**config.mk**
```make
export PLATFORM = sky130hd
export DESIGN_NAME = gf_exp
export DESIGN_NICKNAME = d
export VERILOG_FILES = /design/src/rtl/gf_pkg.sv /design/src/rtl/gf_mul.sv /design/src/rtl/gf_exp.sv
export SDC_FILE = /design/constraint.sdc
export NUM_CORES = 1
export LEC_CHECK = 0
export ABC_AREA = 1
export CAP_MARGIN = 20
export CORE_MARGIN = 2
export CORE_UTILIZATION = 45
export CTS_BUF_LIST = sky130_fd_sc_hd__clkbuf_8
export DETAILED_ROUTE_END_ITERATION = 12
export MAX_ROUTING_LAYER = met4
export PLACE_DENSITY_LB_ADDON = 0.08
export SLEW_MARGIN = 25
export SYNTH_ARGS = -nofsm -noshare
export SYNTH_HDL_FRONTEND = slang
export SYNTH_SLANG_ARGS = --single-unit
```
**constraint.sdc**
```tcl
create_clock -name clk -period 0.8 [get_ports clk]
set_clock_uncertainty 0.05 [all_clocks]
set_input_delay 0.08 -clock clk [delete_from_list [all_inputs] [get_ports clk]]
set_output_delay 0.08 -clock clk [all_outputs]
set_load 0.01 [all_outputs]
```
**src/rtl/gf_pkg.sv**
```systemverilog
// Shared GF(2^8) definitions: field width, default polynomial and arithmetic helpers.
package gf_pkg;

    localparam int unsigned GF_W = 8;
    // Low 8 bits of x^8+x^4+x^3+x^2+1; the x^8 term is implicit.
    localparam logic [GF_W-1:0] DEFAULT_POLY = 8'h1D;

    // Carry-less multiply of a by b, reduced modulo {1,poly} (shift-and-add form).
    function automatic logic [GF_W-1:0] gf_mul(input logic [GF_W-1:0] a,
                                               input logic [GF_W-1:0] b,
                                               input logic [GF_W-1:0] poly);
        logic [GF_W-1:0] acc;
        logic [GF_W-1:0] sh;
        acc = '0;
        sh  = a;
        for (int k = 0; k < GF_W; k++) begin
            if (b[k]) acc = acc ^ sh;
            sh = sh[GF_W-1] ? ({sh[GF_W-2:0], 1'b0} ^ poly) : {sh[GF_W-2:0], 1'b0};
        end
        return acc;
    endfunction

    // alpha^(2^i) with alpha = 0x02, obtained by squaring alpha i times.
    function automatic logic [GF_W-1:0] gf_sq_const(input int unsigned i,
                                                    input logic [GF_W-1:0] poly);
        logic [GF_W-1:0] c;
        c = 8'h02;
        for (int unsigned k = 0; k < i; k++) begin
            c = gf_mul(c, c, poly);
        end
        return c;
    endfunction

endpackage

```
**src/rtl/gf_mul.sv**
```systemverilog
// Combinational GF(2^8) multiplier; thin wrapper around the package function.
module gf_mul
    import gf_pkg::*;
#(
    parameter logic [GF_W-1:0] POLY = DEFAULT_POLY
) (
    input  logic [GF_W-1:0] i_a,
    input  logic [GF_W-1:0] i_b,
    output logic [GF_W-1:0] o_p
);

    // Product of the two field elements.
    always_comb begin
        o_p = gf_pkg::gf_mul(i_a, i_b, POLY);
    end

endmodule

```
**src/rtl/gf_exp.sv**
```systemverilog
// GF(2^8) antilog unit: out = alpha^in, one registered output stage.
// Each exponent bit selects either alpha^(2^i) or 1; the eight operands are
// combined by a balanced tree of seven multipliers (three levels deep).
module gf_exp
    import gf_pkg::*;
#(
    parameter logic [GF_W-1:0] POLY = DEFAULT_POLY
) (
    input  logic            clk,
    input  logic            rst_n,
    input  logic            in_valid,
    input  logic [GF_W-1:0] in,
    output logic            out_valid,
    output logic [GF_W-1:0] out
);

    logic [GF_W-1:0] w_op [GF_W];
    logic [GF_W-1:0] w_l1 [4];
    logic [GF_W-1:0] w_l2 [2];
    logic [GF_W-1:0] w_prod;
    logic [GF_W-1:0] r_out;
    logic            r_valid;

    // Per-bit operand select; constants derived from POLY at elaboration.
    for (genvar g = 0; g < GF_W; g++) begin : g_stage
        localparam logic [GF_W-1:0] C = gf_sq_const(g, POLY);
        assign w_op[g] = in[g] ? C : 8'h01;
    end

    // Level 1: pairwise products of adjacent operands.
    for (genvar g = 0; g < 4; g++) begin : g_l1
        gf_mul #(.POLY(POLY)) u_mul (
            .i_a (w_op[2*g]),
            .i_b (w_op[2*g+1]),
            .o_p (w_l1[g])
        );
    end

    // Level 2.
    for (genvar g = 0; g < 2; g++) begin : g_l2
        gf_mul #(.POLY(POLY)) u_mul (
            .i_a (w_l1[2*g]),
            .i_b (w_l1[2*g+1]),
            .o_p (w_l2[g])
        );
    end

    // Level 3: final product.
    gf_mul #(.POLY(POLY)) u_mul_root (
        .i_a (w_l2[0]),
        .i_b (w_l2[1]),
        .o_p (w_prod)
    );

    // Output register: result loads only on valid input, valid follows in_valid.
    always_ff @(posedge clk or negedge rst_n) begin
        if (!rst_n) begin
            r_out   <= '0;
            r_valid <= 1'b0;
        end else begin
            r_valid <= in_valid;
            if (in_valid) r_out <= w_prod;
        end
    end

    assign out       = r_out;
    assign out_valid = r_valid;

endmodule

```
==> summary.md, run 1 <==
| Metric | Value |
|---|---|
| Status | `complete, but fails checks` |
| Violated checks | `negative setup slack` |
| Mux contribution to synthesized area | `0` |
| P&R area growth vs syn | `71.46%` |
| Global route overflow | `0` |
| DRC viols | `0` |
| Routability cong. | `a little over 1` |
| Critical Path RT | `roughly 870 ps` |
| Routed WL | `~17000 um` |
| Clk Latency, worst-skew pair | `between 200 and 250 ps` |
| Flop-to-flop setup slack | `about 10 ps` |
| RSZ-0062 raised after global routing | `true` |
| Via density per instance | `5.460` |
| Critical Path End Type | `flop` |
| TritonCTS clock tree | `built` |
| Iteration-0 DRC Markers | `about 370` |
| Antenna violations before repair | `0` |
| Period utilization | `2.882` |
| Vias | `approximately 6000` |
| N_diodes | `0` |
| DP Cell Count | `between 1000 and 1500` |
| Synth Area in Compound Gates | `0.02964` |
| First-pass GRT wire length | `about 26000 um` |
| Post-synth top area cell | `nand2_1` |
| Storage element area | `~230 um^2` |
| Final worst slack | `-1505 ps` |
| Max Freq | `roughly 430 MHz` |
| Reg2Reg Depth | `3` |
| Max FO, Critical Path | `8` |
| Sequential share of power | `0.069` |
| Largest net degree at the start of global routing | `11` |
| Fillers | `around 700` |
| CTS Hold Buffers Added | `0` |
| Fin. Hold Viols | `0` |
| Chip height | `approximately 100 um` |
| HPWL after detailed placement | `roughly 11000 um` |
| Cell Rows | `35` |
| CTS Buf Count | `3` |
| Worst Hold Class | `in -> async` |
| DR pass1 iterations | `5` |
| Syn_nets | `877` |
| H-Tree Depth | `1` |
| Fin area | `7238 um^2` |
| Die ar. | `a little over 10000 um^2` |
| Syn Area/Cell | `between 4 and 5 um^2` |
| Max-Cap Viols | `0` |
| Max Root-Sink Buffers | `2` |
| Number of distinct library cells after synthesis | `28` |
| Internal power consumption | `around 5 mW` |
| Top Layer Used | `met4` |
| Initial core utilization | `0.4612` |
| Core Region | `just over 9000 um^2` |
| Startpoint types | `primary input` |
| XOR/XNOR Fraction of Synth Area | `0.04594` |
| I/O pin count | `20` |
| Slew HR | `0.7726` |
| Reg2reg start | `out[4]$_DFFE_PN0P_` |
| Gate power share | `0.883` |
| Adder-Cell Fraction of Synth Area | `0.05039` |
| Setup WS pre-CTS | `-2241 ps` |
| Mapped cell area | `4222 um^2` |
| Synth top area share | `0.3548` |
| Synth Area in Simple Gates | `0.6932` |
| Setup Crit Path Kind | `in -> reg` |
| Power after layout | `10.98 mW` |
| Vias in the first global route | `approximately 5800` |
| I/O Buffers | `19` |
| Reg2reg end | `out[4]$_DFFE_PN0P_` |
| Pleak | `between 3 and 4 nW` |
| Main combinational cell family by area after synthesis | `simple AND/OR/NAND/NOR gates` |
| CTS Sinks | `9` |
| Root Buffer | `clkbuf_8` |
| Clock-pin slew on the worst setup and hold paths | `around 50 ps` |
| Fin. max-slew vios | `0` |
| DRT met1 WL | `~6700 um` |
| Footprint of the multi-input gates | `around 4900 um^2` |
| Final Net Count | `about 1000` |
| Yosys reg bits | `9` |
| Clock period minus worst slack | `between 2000 and 2500 ps` |
| Peak supply drop | `0.001032 V` |
| Clock power frac | `0.048` |
| Routed wl met3 | `around 1100 um` |
| Total GRT Usage | `0.3241` |
| PwrDens | `around 1500 nW/um^2` |
| Switching power total | `just over 6 mW` |
| Routed len/inst | `between 15 and 20 um` |
| Seq/Total Area, Yosys | `0.05335` |
| Synth top area cells | `nand2_1 35%, nand3_1 15%, inv_1 8.2%` |
| Final cell count without fillers | `about 1100` |
| Die X-Extent | `100.9 um` |
| Fraction of layout cells with a size suffix above 1 | `0.5183` |
| Yosys warns | `0` |
| Worst-margin pin slew | `roughly 340 ps` |
| Detail Route Antenna Nets | `0` |
| Critical path arrival | `2380 ps` |
| Sw frac | `0.5566` |
| Met2 Routed Length | `between 8000 and 9000 um` |
| Dpl cell area | `5443 um^2` |
| Syn Inst Count | `roughly 850` |
| Final setup violation count | `17` |
[state kept, by name, indices dropped and copies added, names as in the netlist]
| name | count |
|---|---|
| out_valid | 1 |
| out | 8 |
[cells in the final DEF (no fill, tap or decap), types with 8 or more instances in the layout]
cell type,Yosys,layout
dfrtp_1,9,9
inv_1,92,77
ha_4,0,14
nand2_8,0,8
buf_6,5,26
nand3b_1,8,8
nand3_1,129,70
inv_2,18,20
nand2_4,10,62
nand2_1,399,253
nand4_1,10,10
nand3_2,10,59
buf_4,6,121
nor2_1,51,31
nand3_4,0,10
nor2_2,3,16
buf_2,3,9
nand2_2,37,126
[layer usage]
| metal | up-vias | GRT usage |
|---|---|---|
| li1 | 2968 | - |
| met1 | 2837 | 0.3735 |
| met2 | 235 | 0.5795 |
| met3 | 75 | 0.04924 |
| met4 | 0 | 0.09273 |
| met5 | - | - |
[per-stage QoR]
| stage | hold slack, ps | setup TNS [ps] | utilization |
|---|---|---|---|
| after CTS | 83.37 | -11250 | 0.7129 |
| final | 77.81 | -12270 | 0.7908 |
| after global placement | 328.7 | -18930 | 0.5947 |
| after detailed placement | 331.9 | -19530 | 0.5947 |
| after floorplan | -265.6 | -9843 | - |
| after global routing | 90.94 | -13660 | 0.7908 |
[worst max-delay path, cell delays in order]
cell and delay [ps]:
buf_6 90, clkinvlp_4 130, ha_4 210, inv_2 90
nand2_2 80, nand2_4 100, nand3_2 90, nand2_4 170
inv_8 60, nand2_1 80, nand2_2 90, nand2_4 90
nand3_2 100, nand2_4 170, nand2_4 60, inv_1 60
nand2_1 60, nand2_2 70, inv_1 50, nand3_1 70
nand2_1 80, inv_1 60, nand2_1 60, nand3_1 80
nand2_1 60
[cells in the mapped netlist]
cell type  instances
a21boi_1           1
a21o_1             1
a21oi_1            6
buf_2              3
buf_4              6
buf_6              5
dfrtp_1            9
ha_1              17
inv_1             92
inv_2             18
inv_6              1
nand2_1          399
nand2_2           37
nand2_4           10
nand3_1          129
nand3_2           10
nand3b_1           8
nand4_1           10
nor2_1            51
nor2_2             3
o21ai_0            6
o21ai_1            7
o21ai_2            1
o22ai_1            1
or2_1              1
xnor2_1            4
xor2_1             7
xor2_2             6
[cell type report]
type,count,share of cell area
inverter,111,0.06603
timing repair buffer,167,0.1950
clock inverter,1,0.0005186
tap,111,0.01919
sequential,9,0.03111
clock buffer,3,0.005704
multi-input combinational,718,0.6825
[power groups by stage]
| stage | Clock (mW) | Sequential, mW | Combinational, mW |
|---|---|---|---|
| 2_1_floorplan | 0 | 0.865 | 4.56 |
| 5_1_grt | 0.563 | 0.772 | 10.5 |
| 6_report | 0.528 | 0.755 | 9.70 |
| 3_5_place_dp | 0 | 0.769 | 6.97 |
| 3_3_place_gp | 0 | 0.768 | 6.82 |
| 4_1_cts | 0.532 | 0.754 | 8.20 |
[how the worst max path moves through the flow]
stage | cells after the start | end | startpoint
6_report | 25 | out[4]$_DFFE_PN0P_ | in[1]
5_1_grt | 25 | out[4]$_DFFE_PN0P_ | in[1]
4_1_cts | 26 | out[4]$_DFFE_PN0P_ | in[1]
3_5_place_dp | 23 | out[4]$_DFFE_PN0P_ | in[1]
2_1_floorplan | 17 | out[1]$_DFFE_PN0P_ | in[7]
3_3_place_gp | 23 | out[4]$_DFFE_PN0P_ | in[1]
[what timing repair did]
action                                  4_1_cts  5_1_grt
cloned                                        3        0
endpoints found under the setup margin       17       17
buffers inserted                             24       18
gates resized for setup                     312      151
pin swaps                                   110       99
[kinds of logic after synthesis]
kind of cell    Yosys count
fa+ha+maj                17
compound gates           23
buf+inv                 125
xor+xnor                 17
flops                     9
simple gates            658
(Power assumes the default switching activity.)
==> inputs of run 2 (changes only) <==
--- a/config.mk
+++ b/config.mk
@@ -13,7 +13,6 @@
 export DETAILED_ROUTE_END_ITERATION = 12
 export MAX_ROUTING_LAYER = met4
 export PLACE_DENSITY_LB_ADDON = 0.08
-export SLEW_MARGIN = 25
 export SYNTH_ARGS = -nofsm -noshare
 export SYNTH_HDL_FRONTEND = slang
 export SYNTH_SLANG_ARGS = --single-unit
==> results of run 2 <==
No change in the layout: final DEF, timing and power equal those of run 1.
